$ cat src/rtl/wide_prefetch.sv
// wide_prefetch: bus-width instruction prefetcher with a byte queue.
// Optional PREFETCH_BYPASS_EN presents the first byte in the ack cycle.
module wide_prefetch #(
  parameter int BUS_BYTES = 2,
  parameter int DEPTH     = 8
) (
  input  logic                              clk,
  input  logic                              reset,
  input  logic [15:0]                       cs,
  input  logic [15:0]                       new_ip,
  input  logic                              load_new_ip,
  output logic                              q_valid,
  output logic [7:0]                        q_data,
  output logic [15:0]                       q_ip,
  input  logic                              q_rd_en,
  output logic [$clog2(DEPTH+1)-1:0]        q_count,
  output logic                              mem_access,
  input  logic                              mem_ack,
  output logic [19-$clog2(BUS_BYTES):0]     mem_address,
  input  logic [8*BUS_BYTES-1:0]            mem_data
);

  localparam int OFS = $clog2(BUS_BYTES);
  localparam int CW  = $clog2(DEPTH+1);
  localparam int FW  = CW + 1;
  localparam int AW  = $clog2(DEPTH);
  localparam int NW  = OFS + 1;

  typedef enum logic [1:0] {
    IDLE,
    REQ,
    ABORT
  } state_e;

  state_e            state_q, state_d;
  logic [15:0]       fetch_ip_q, fetch_ip_d;
  logic [19-OFS:0]   addr_q, addr_d;
  logic [OFS-1:0]    off_q, off_d;
  logic [NW-1:0]     n_q, n_d;
  logic [15:0]       qip_q, qip_d;
  logic [CW-1:0]     cnt_q, cnt_d;
  logic [AW-1:0]     rd_q, rd_d;
  logic [AW-1:0]     wr_q, wr_d;
  logic [7:0]        fifo [DEPTH];

  logic [19:0]          phys;
  logic [OFS-1:0]       off_new;
  logic [NW-1:0]        room;
  logic [16:0]          tail;
  logic [NW-1:0]        n_new;
  logic [FW-1:0]        free;
  logic                 launch;
  logic                 ack_ok;
  logic                 byp;
  logic                 pop;
  logic                 qpop;
  logic                 byp_pop;
  logic [NW-1:0]        wr_n;
  logic [8*BUS_BYTES-1:0] head;
  logic [8*BUS_BYTES-1:0] wdata;

  // Launch address and byte count for the next fetch.
  assign phys    = {cs, 4'b0000} + {4'b0000, fetch_ip_q};
  assign off_new = phys[OFS-1:0];
  assign room    = NW'(BUS_BYTES) - {1'b0, off_new};
  assign tail    = 17'h10000 - {1'b0, fetch_ip_q};
  assign n_new   = (tail < {{(17-NW){1'b0}}, room}) ? NW'(tail) : room;

  assign ack_ok  = (state_q == REQ) && mem_ack && !load_new_ip;

`ifdef PREFETCH_BYPASS_EN
  assign byp = ack_ok && (cnt_q == '0);
`else
  assign byp = 1'b0;
`endif

  // Word bytes from the fetch offset onward, one more skipped if bypassed.
  assign head    = mem_data >> {off_q, 3'b000};
  assign pop     = q_rd_en && q_valid && !load_new_ip;
  assign qpop    = pop && !byp;
  assign byp_pop = pop && byp;
  assign wdata   = byp_pop ? (head >> 8) : head;
  assign wr_n    = ack_ok ? (n_q - NW'(byp_pop)) : '0;

  assign free    = FW'(DEPTH) - {1'b0, cnt_q} + FW'(pop);
  assign launch  = !load_new_ip && (free >= FW'(BUS_BYTES));

  assign q_valid     = (cnt_q != '0) || byp;
  assign q_data      = byp ? head[7:0] : fifo[rd_q];
  assign q_ip        = qip_q;
  assign q_count     = cnt_q;
  assign mem_access  = (state_q != IDLE);
  assign mem_address = addr_q;

  // Fetch FSM: launch, wait for ack, or drain an aborted request.
  always_comb begin
    state_d    = state_q;
    fetch_ip_d = fetch_ip_q;
    addr_d     = addr_q;
    off_d      = off_q;
    n_d        = n_q;
    unique case (state_q)
      IDLE: begin
        if (launch) begin
          state_d = REQ;
          addr_d  = phys[19:OFS];
          off_d   = off_new;
          n_d     = n_new;
        end
      end
      REQ: begin
        if (mem_ack) begin
          state_d = IDLE;
        end else if (load_new_ip) begin
          state_d = ABORT;
        end
        if (ack_ok) begin
          fetch_ip_d = fetch_ip_q + 16'(n_q);
        end
      end
      ABORT: begin
        if (mem_ack) begin
          state_d = IDLE;
        end
      end
      default: state_d = IDLE;
    endcase
    if (load_new_ip) begin
      fetch_ip_d = new_ip;
    end
  end

  // Queue pointers, occupancy and head IP.
  always_comb begin
    cnt_d = cnt_q - CW'(qpop) + CW'(wr_n);
    rd_d  = rd_q + AW'(qpop);
    wr_d  = wr_q + AW'(wr_n);
    qip_d = qip_q + 16'(pop);
    if (load_new_ip) begin
      cnt_d = '0;
      rd_d  = '0;
      wr_d  = '0;
      qip_d = new_ip;
    end
  end

  // Control state registers.
  always_ff @(posedge clk) begin
    if (reset) begin
      state_q    <= IDLE;
      fetch_ip_q <= '0;
      addr_q     <= '0;
      off_q      <= '0;
      n_q        <= '0;
      qip_q      <= '0;
      cnt_q      <= '0;
      rd_q       <= '0;
      wr_q       <= '0;
    end else begin
      state_q    <= state_d;
      fetch_ip_q <= fetch_ip_d;
      addr_q     <= addr_d;
      off_q      <= off_d;
      n_q        <= n_d;
      qip_q      <= qip_d;
      cnt_q      <= cnt_d;
      rd_q       <= rd_d;
      wr_q       <= wr_d;
    end
  end

  // Byte storage: write the accepted bytes in order at the tail.
  always_ff @(posedge clk) begin
    for (int j = 0; j < BUS_BYTES; j++) begin
      if (NW'(j) < wr_n) begin
        fifo[wr_q + AW'(j)] <= wdata[8*j +: 8];
      end
    end
  end

endmodule

$ cat config.mk
export PLATFORM = sky130hd
export DESIGN_NAME = wide_prefetch
export DESIGN_NICKNAME = d
export VERILOG_FILES = /design/src/rtl/wide_prefetch.sv
export SDC_FILE = /design/constraint.sdc
export NUM_CORES = 1
export LEC_CHECK = 0
export CORE_MARGIN = 10
export CORE_UTILIZATION = 45
export CTS_CLUSTER_DIAMETER = 40
export DETAILED_ROUTE_END_ITERATION = 10
export GPL_TIMING_DRIVEN = 0
export HOLD_SLACK_MARGIN = 0.08
export MAX_ROUTING_LAYER = met4
export PLACE_DENSITY = 0.71
export SYNTH_ARGS = -nofsm -noshare
export SYNTH_HDL_FRONTEND = slang
export SYNTH_SLANG_ARGS = --single-unit
$ cat constraint.sdc
create_clock -name clk -period 4.5 [get_ports clk]
set_clock_uncertainty 0.1 [all_clocks]
set_input_delay 0.9 -clock clk [delete_from_list [all_inputs] [get_ports clk]]
set_output_delay 0.9 -clock clk [all_outputs]
set_load 0.01 [all_outputs]
== Word level (Yosys, flattened, before mapping) ==
Memory sizes are Yosys's and may differ from the RTL's. A register that Yosys moved wholly into a read port is not among the register bits.
Cells that the tools add are included.
Word-level totals
  memories: 1
  bits in writable memories: 64
  bits in registers: 66
Memories
  fifo: words 8, bits a word 8, read ports 1, clocked after memory_dff 1, wr ports 2, RTL line 44  | logic [7:0] fifo [DEPTH];
Operators by class
  add/subtract/negate cells: 12
  shifts and indexed selects: 1
  reductions and logical operators: 15
  order comparisons: 4
  eq/ne operators: 5
  multiplexer cells: 16
Operators by type and width (number)
  $mux 16: 4
  $add 20x16->20: 1
  $lt 17x2->1: 1
  $sub 17x16->17 const A: 1
  $add 16x1->16: 1
  $add 16x2->16: 1
  $shr 16x4->16: 1
  $mux 2: 6
  $pmux 2 s3: 1
  $reduce_bool 2->1: 3
  $add 5x1->5: 1
  $ge 5x2->1 const B: 1
  $logic_and 1x1->1: 5
  $sub 4x4->5 const A: 1
  $add 4x2->4: 1
  $lt 1x2->1 const A: 2
  $mux 1: 4
  $ne 2x2->1 const B: 2
  $reduce_and 2->1: 2
  $reduce_bool 4->1: 1
  $sub 4x1->4: 1
  $add 3x1->3: 1
  $add 3x1->3 const B: 1
  $add 3x2->3: 1
  other kinds (9): 9

== Depth between registers and ports, before layout ==
Gate-level depths: netlist of the first run.
  depth after elaboration: 8
  mapped depth: 14
  mapped depth without buffers: 13

== Least setup slack after synthesis of the first run ==
OpenSTA, ideal clock, no wires.
  path type: in2reg
  start: in load_new_ip
  end: reg addr_q[13], in the netlist mem_address[13]
  library setup time: 0.070 ns
  arrival: 3.386 ns
  setup slack: 0.943 ns
  required time: 4.330 ns
  cell stages on the path: 14
  path buffers: 4
  cell sequence: clkbuf_1 > clkinv_1 > clkbuf_1 > nand3_1 > ha_1 > inv_1 > ha_1 > or3_1 > a21oi_1 > or3_1 > clkbuf_1 > buf_1 > nand2_1 > a21oi_1
On the way
  cells in the longest elaborated chain, start to end: 6
Ends and longest elaborated chain
  from (decl): RTL line 11  | input logic load_new_ip,
  $logic_not 1->1 *: RTL line 79, 86
  $logic_and 1x1->1: RTL line 79  | assign pop = q_rd_en && q_valid && !load_new_ip;
  $add 5x1->5: RTL line 85  | assign free = FW'(DEPTH) - {1'b0, cnt_q} + FW'(pop);
  $ge 5x2->1: RTL line 86  | assign launch = !load_new_ip && (free >= FW'(BUS_BYTES));
  $logic_and 1x1->1 *: RTL line 86
  $reduce_and 2->1 (no line) *
  to (signal assigned): RTL line 162  | addr_q <= addr_d;
  to (decl): RTL line 37  | logic [19-OFS:0] addr_q, addr_d;
Every way passes the cells marked *; elsewhere a longest branch is shown, timed or not.
A chain may end at the register's enable or synchronous reset.

== Worst setup path after layout of the first run ==
  start: in load_new_ip
  end: reg addr_q[11], in the netlist mem_address[11]
The elaborated chain is that of the path after synthesis.

==> results.md, run 1 <==
| Item | This run | Unit |
|---|---|---|
| Result of the run | complete, no violations | - |
| Async SR Flop Fraction | 0 | % |
| Routed len/inst | 19.97 | um |
| Unique masters post-synth | 59 | - |
| Net count of the mapped netlist | 870 | - |
| Overall Power | 0.003130 | W |
| Worst hold path cell count | 2 | - |
| Placed cell count | 1092 | - |
| Beginning of the worst hold path | mem_address[13]$_SDFFE_PP0P_ | - |
| Sinks on Clock Net | 129 | - |
| Routability congestion estimate from global placement | 0.9044 | - |
| Site row count | 48 | - |
| Die X-Extent | 151.6 | um |
| Non-filler instance count after layout | 1124 | - |
| Per-cell via count in the routed design | 5.896 | - |
| Number of port buffers | 85 | - |
| Sequential element share of the synthesized area | 41.35 | % |
| Number of maximum-capacitance violations | 0 | - |
| Leftover overflow at the end of global routing | 0 | - |
| Leakage power figure | 3.189 | nW |
| Summed instance area of the synthesized netlist | 7795 | um^2 |
| Class of the most critical setup path | input port to flip-flop | - |
| Sequential share of power | 42.3 | % |
| Clock Latency Late Sink | 0.43 | ns |
| Fraction of final layout cells with drive strength greater than 1 | 9.465 | % |
| WP data required | 4.75 | ns |
| Portion of total power attributed to the clock network | 43.2 | % |
| Number of cell instances on the worst register-to-register path | 7 | - |
| Fraction of post-synthesis cell area in the top cell type by area | 24.65 | % |
| Syn Inst Count | 782 | - |
| Number of filler instances in the final layout | 1513 | - |
| Combinational Power Share | 14.6 | % |
| Count of flip-flops with a built-in enable after synthesis | 64 | - |
| Relative slew slack | 20.60 | % |
| Number of iterations in the first detailed-routing pass | 8 | - |
| Detailed placement HPWL | 16170 | um |
| Net switching power of the design | 0.0008269 | W |
| Setup ws final | 0.3831 | ns |
| Critical R2R Launch | state_q[0]$_SDFFE_PP0P_ | - |
| Number of nets in the final layout | 973 | - |
| Post-route clock period utilization | 91.49 | % |
| Total Routed Length | 22450 | um |
| Core area | 17120 | um^2 |
| Maximum vdd drop | 0.3004 | mV |
| Prevailing post-synth register cell | sky130_fd_sc_hd__dfxtp_1 | - |
| Post-Place Worst Slack | -0.6757 | ns |
| Largest driver fanout on the critical path | 17 | - |
| Clock tree from TritonCTS | built | - |
| Synthesis-to-finish area growth | 21.94 | % |
| Maximum number of pins on one net before global-route repair | 17 | - |
| Count of final hold-check violations | 0 | - |
| Maximum clock frequency | 0.2429 | GHz |
| First-pass GRT wire length | 34820 | um |
| Final Max Slew Viols | 0 | - |
| DR vias | 6627 | - |
| Initial Utilization | 45.54 | % |
| Min-Delay Endpoint | mem_address[13]$_SDFFE_PP0P_ | - |
| Final Core Density | 55.53 | % |
| Measured slew at the worst slew-check pin | 1.191 | ns |
| Share of total power consumed by net switching | 26.42 | % |
| Number of setup violations in the final report | 0 | - |
| Slack of the worst reg-to-reg path | 1.12 | ns |
| Top cells by area, synth | sky130_fd_sc_hd__edfxtp_1, sky130_fd_sc_hd__dfxtp_1, sky130_fd_sc_hd__mux2i_1, sky130_fd_sc_hd__o22ai_1, sky130_fd_sc_hd__ha_1 | - |
| FF+latch count, synth | 129 | - |
| I/O pin count | 102 | - |
| Total of hold buffers inserted after clock tree synthesis | 0 | - |
| Shortest clock period the worst path allows after layout | 4.117 | ns |
| Setup repair after global routing missed its margin | false | - |
| Die Y | 151.6 | um |
| WP data arrival | 4.37 | ns |
| Number of setup buffers added after CTS | 0 | - |
| Cell internal pwr | 0.002303 | W |
| Num CTS Buffers | 17 | - |
| Critical path endpoint category | flip-flop | - |
| Power Density | 329.2 | nW/um^2 |
| TNS Setup | 0 | ns |
| Synth warnings | 0 | - |
| Count of routing violations after the opening detailed-route iteration | 643 | - |
| Avg Inst Size Synth | 9.968 | um^2 |
| Remaining DRCs | 0 | - |
| Maximum clock insertion buffer count | 2 | - |
| Root buf cell | sky130_fd_sc_hd__clkbuf_16 | - |
| Worst min-delay path category | flip-flop to flip-flop | - |
| FF-to-FF End | fifo[5][7]$_DFFE_PP_ | - |
| Routed Antenna Nets | 0 | - |
| Startpoint class of the critical path | input port | - |
| Level count of the clock H-tree | 4 | - |
| Overall track demand over capacity in global routing | 19.89 | % |
| Number of antenna violations at the first check in global routing | 1 | - |
| Via count of the first global-routing pass | 6383 | - |
| Area of the die | 22990 | um^2 |
| Biggest area consumer among synthesized cells | sky130_fd_sc_hd__edfxtp_1 | - |
| Clock input transition at the sequential cells of the worst setup and hold paths | 0.06 | ns |
worst max path at each step:
stage	startpoint	endpoint
floorplan	load_new_ip	mem_address[13]$_SDFFE_PP0P_
global placement	load_new_ip	mem_address[8]$_SDFFE_PP0P_
detailed placement	load_new_ip	mem_address[11]$_SDFFE_PP0P_
CTS	load_new_ip	mem_address[11]$_SDFFE_PP0P_
global route	load_new_ip	mem_address[11]$_SDFFE_PP0P_
finish	load_new_ip	mem_address[11]$_SDFFE_PP0P_
kinds of logic (layout without fill, tap and decap cells):
group           after synthesis  after routing  synth area share, %
compound gates              192            192                16.16
xor+xnor                     35             35                3.933
fa+ha+maj                    35             35                6.003
buf+inv                      93            209                4.655
flops                       129            129                41.35
mux                          92             92                14.53
other cells                   0              1                    0
simple gates                206            206                13.37
power by group through the flow:
stage	clock (W)	combinational, W	sequential [W]
6_report	0.00135	0.000456	0.00132
4_1_cts	0.00136	0.000454	0.00132
3_5_place_dp	0	0.000449	0.00135
3_3_place_gp	0	0.000442	0.00135
5_1_grt	0.00140	0.000501	0.00133
2_1_floorplan	0	0.000265	0.00135
flip-flops by register name (all words and copies together), names as in the netlist:
register and count:
fifo 64, mem_address 19, fetch_ip_q 16, q_ip 16
q_count 4, rd_q 3, wr_q 3, n_q 2
state_q 2
per-stage QoR:
step | instance area [um^2] | hold slack [ns]
after floorplan | 7795 | 0.3509
after global placement | 8927 | 0.3386
after global routing | 9505 | 0.3669
after detailed placement | 8927 | 0.3431
final | 9505 | 0.3526
after CTS | 9500 | 0.3508
worst max-delay path, cell delays in order:
cell and delay [ns]:
sky130_fd_sc_hd__clkdlybuf4s50_1 0.51, sky130_fd_sc_hd__clkbuf_2 0.31, sky130_fd_sc_hd__clkinvlp_4 0.42, sky130_fd_sc_hd__nand3_1 0.21, sky130_fd_sc_hd__ha_1 0.23, sky130_fd_sc_hd__inv_1 0.06
sky130_fd_sc_hd__ha_1 0.18, sky130_fd_sc_hd__or3_1 0.30, sky130_fd_sc_hd__a21oi_1 0.21, sky130_fd_sc_hd__or3_1 0.13, sky130_fd_sc_hd__clkbuf_1 0.37, sky130_fd_sc_hd__clkbuf_2 0.32
sky130_fd_sc_hd__nand2_1 0.08, sky130_fd_sc_hd__a21oi_1 0.13
layout make-up:
class	count	area, um^2	share of cell area, %
Clock inverter	14	142.6	1.501
Buffer	58	235.2	2.475
Multi-Input combinational cell	560	4209	44.28
Antenna cell	1	2.502	0.02633
Timing Repair Buffer	85	850.8	8.951
Clock buffer	18	429.2	4.515
Sequential cell	129	3223	33.91
Tap cell	225	281.5	2.962
Inverter	34	131.4	1.382
routing by layer:
metal	track usage, %	share of wire (%)	vias to the layer above
li1	-	-	3138
met1	25.65	45	3141
met2	30.24	46	295
met3	3.802	6.8	53
met4	8.103	2.6	0
met5	-	0	-
cells in the mapped netlist, drive strengths merged, types with 3 or more instances:
| master | instances |
|---|---|
| o21a | 4 |
| edfxtp | 64 |
| mux2i | 67 |
| xor2 | 12 |
| nor2b | 4 |
| a21boi | 11 |
| o21bai | 6 |
| xnor2 | 23 |
| dfxtp | 65 |
| o22ai | 69 |
| mux4 | 16 |
| fa | 4 |
| a311oi | 6 |
| or3 | 11 |
| and2 | 7 |
| o21ai | 15 |
| or4b | 3 |
| nand2 | 59 |
| nor2 | 42 |
| a21o | 11 |
| buf | 24 |
| mux2 | 9 |
| nand3b | 4 |
| nand4 | 10 |
| o2111ai | 3 |
| a211oi | 7 |
| nand3 | 17 |
| a21oi | 45 |
| ha | 31 |
| or2 | 8 |
| nor3 | 25 |
| inv | 33 |
| clkbuf | 35 |
| nor4 | 4 |
| and3 | 4 |
layout by cell type (no fill, tap or decap), types with 17 or more instances in the layout:
master	instances
sky130_fd_sc_hd__edfxtp_1	64
sky130_fd_sc_hd__clkdlybuf4s50_1	85
sky130_fd_sc_hd__clkbuf_1	34
sky130_fd_sc_hd__a21oi_1	45
sky130_fd_sc_hd__nand3_1	17
sky130_fd_sc_hd__dfxtp_1	65
sky130_fd_sc_hd__o22ai_1	69
sky130_fd_sc_hd__ha_1	31
sky130_fd_sc_hd__inv_1	33
sky130_fd_sc_hd__mux2i_1	67
sky130_fd_sc_hd__nand2_1	59
sky130_fd_sc_hd__nor2_1	42
sky130_fd_sc_hd__nor3_1	21
sky130_fd_sc_hd__clkbuf_16	17
sky130_fd_sc_hd__xnor2_1	23
what timing repair did:
action,4_1_cts,5_1_grt
setup endpoints to repair,13,21
resized for setup,1,4
cloned,0,0
No activity file was read; power rests on OpenSTA's default activity.
==> inputs of run 2 (changes only) <==
--- a/config.mk
+++ b/config.mk
@@ -7,7 +7,6 @@
 export LEC_CHECK = 0
 export CORE_MARGIN = 10
 export CORE_UTILIZATION = 45
-export CTS_CLUSTER_DIAMETER = 40
 export DETAILED_ROUTE_END_ITERATION = 10
 export GPL_TIMING_DRIVEN = 0
 export HOLD_SLACK_MARGIN = 0.08
==> results of run 2 <==
Same layout as run 1: the final DEF is identical, and so are final timing and power.
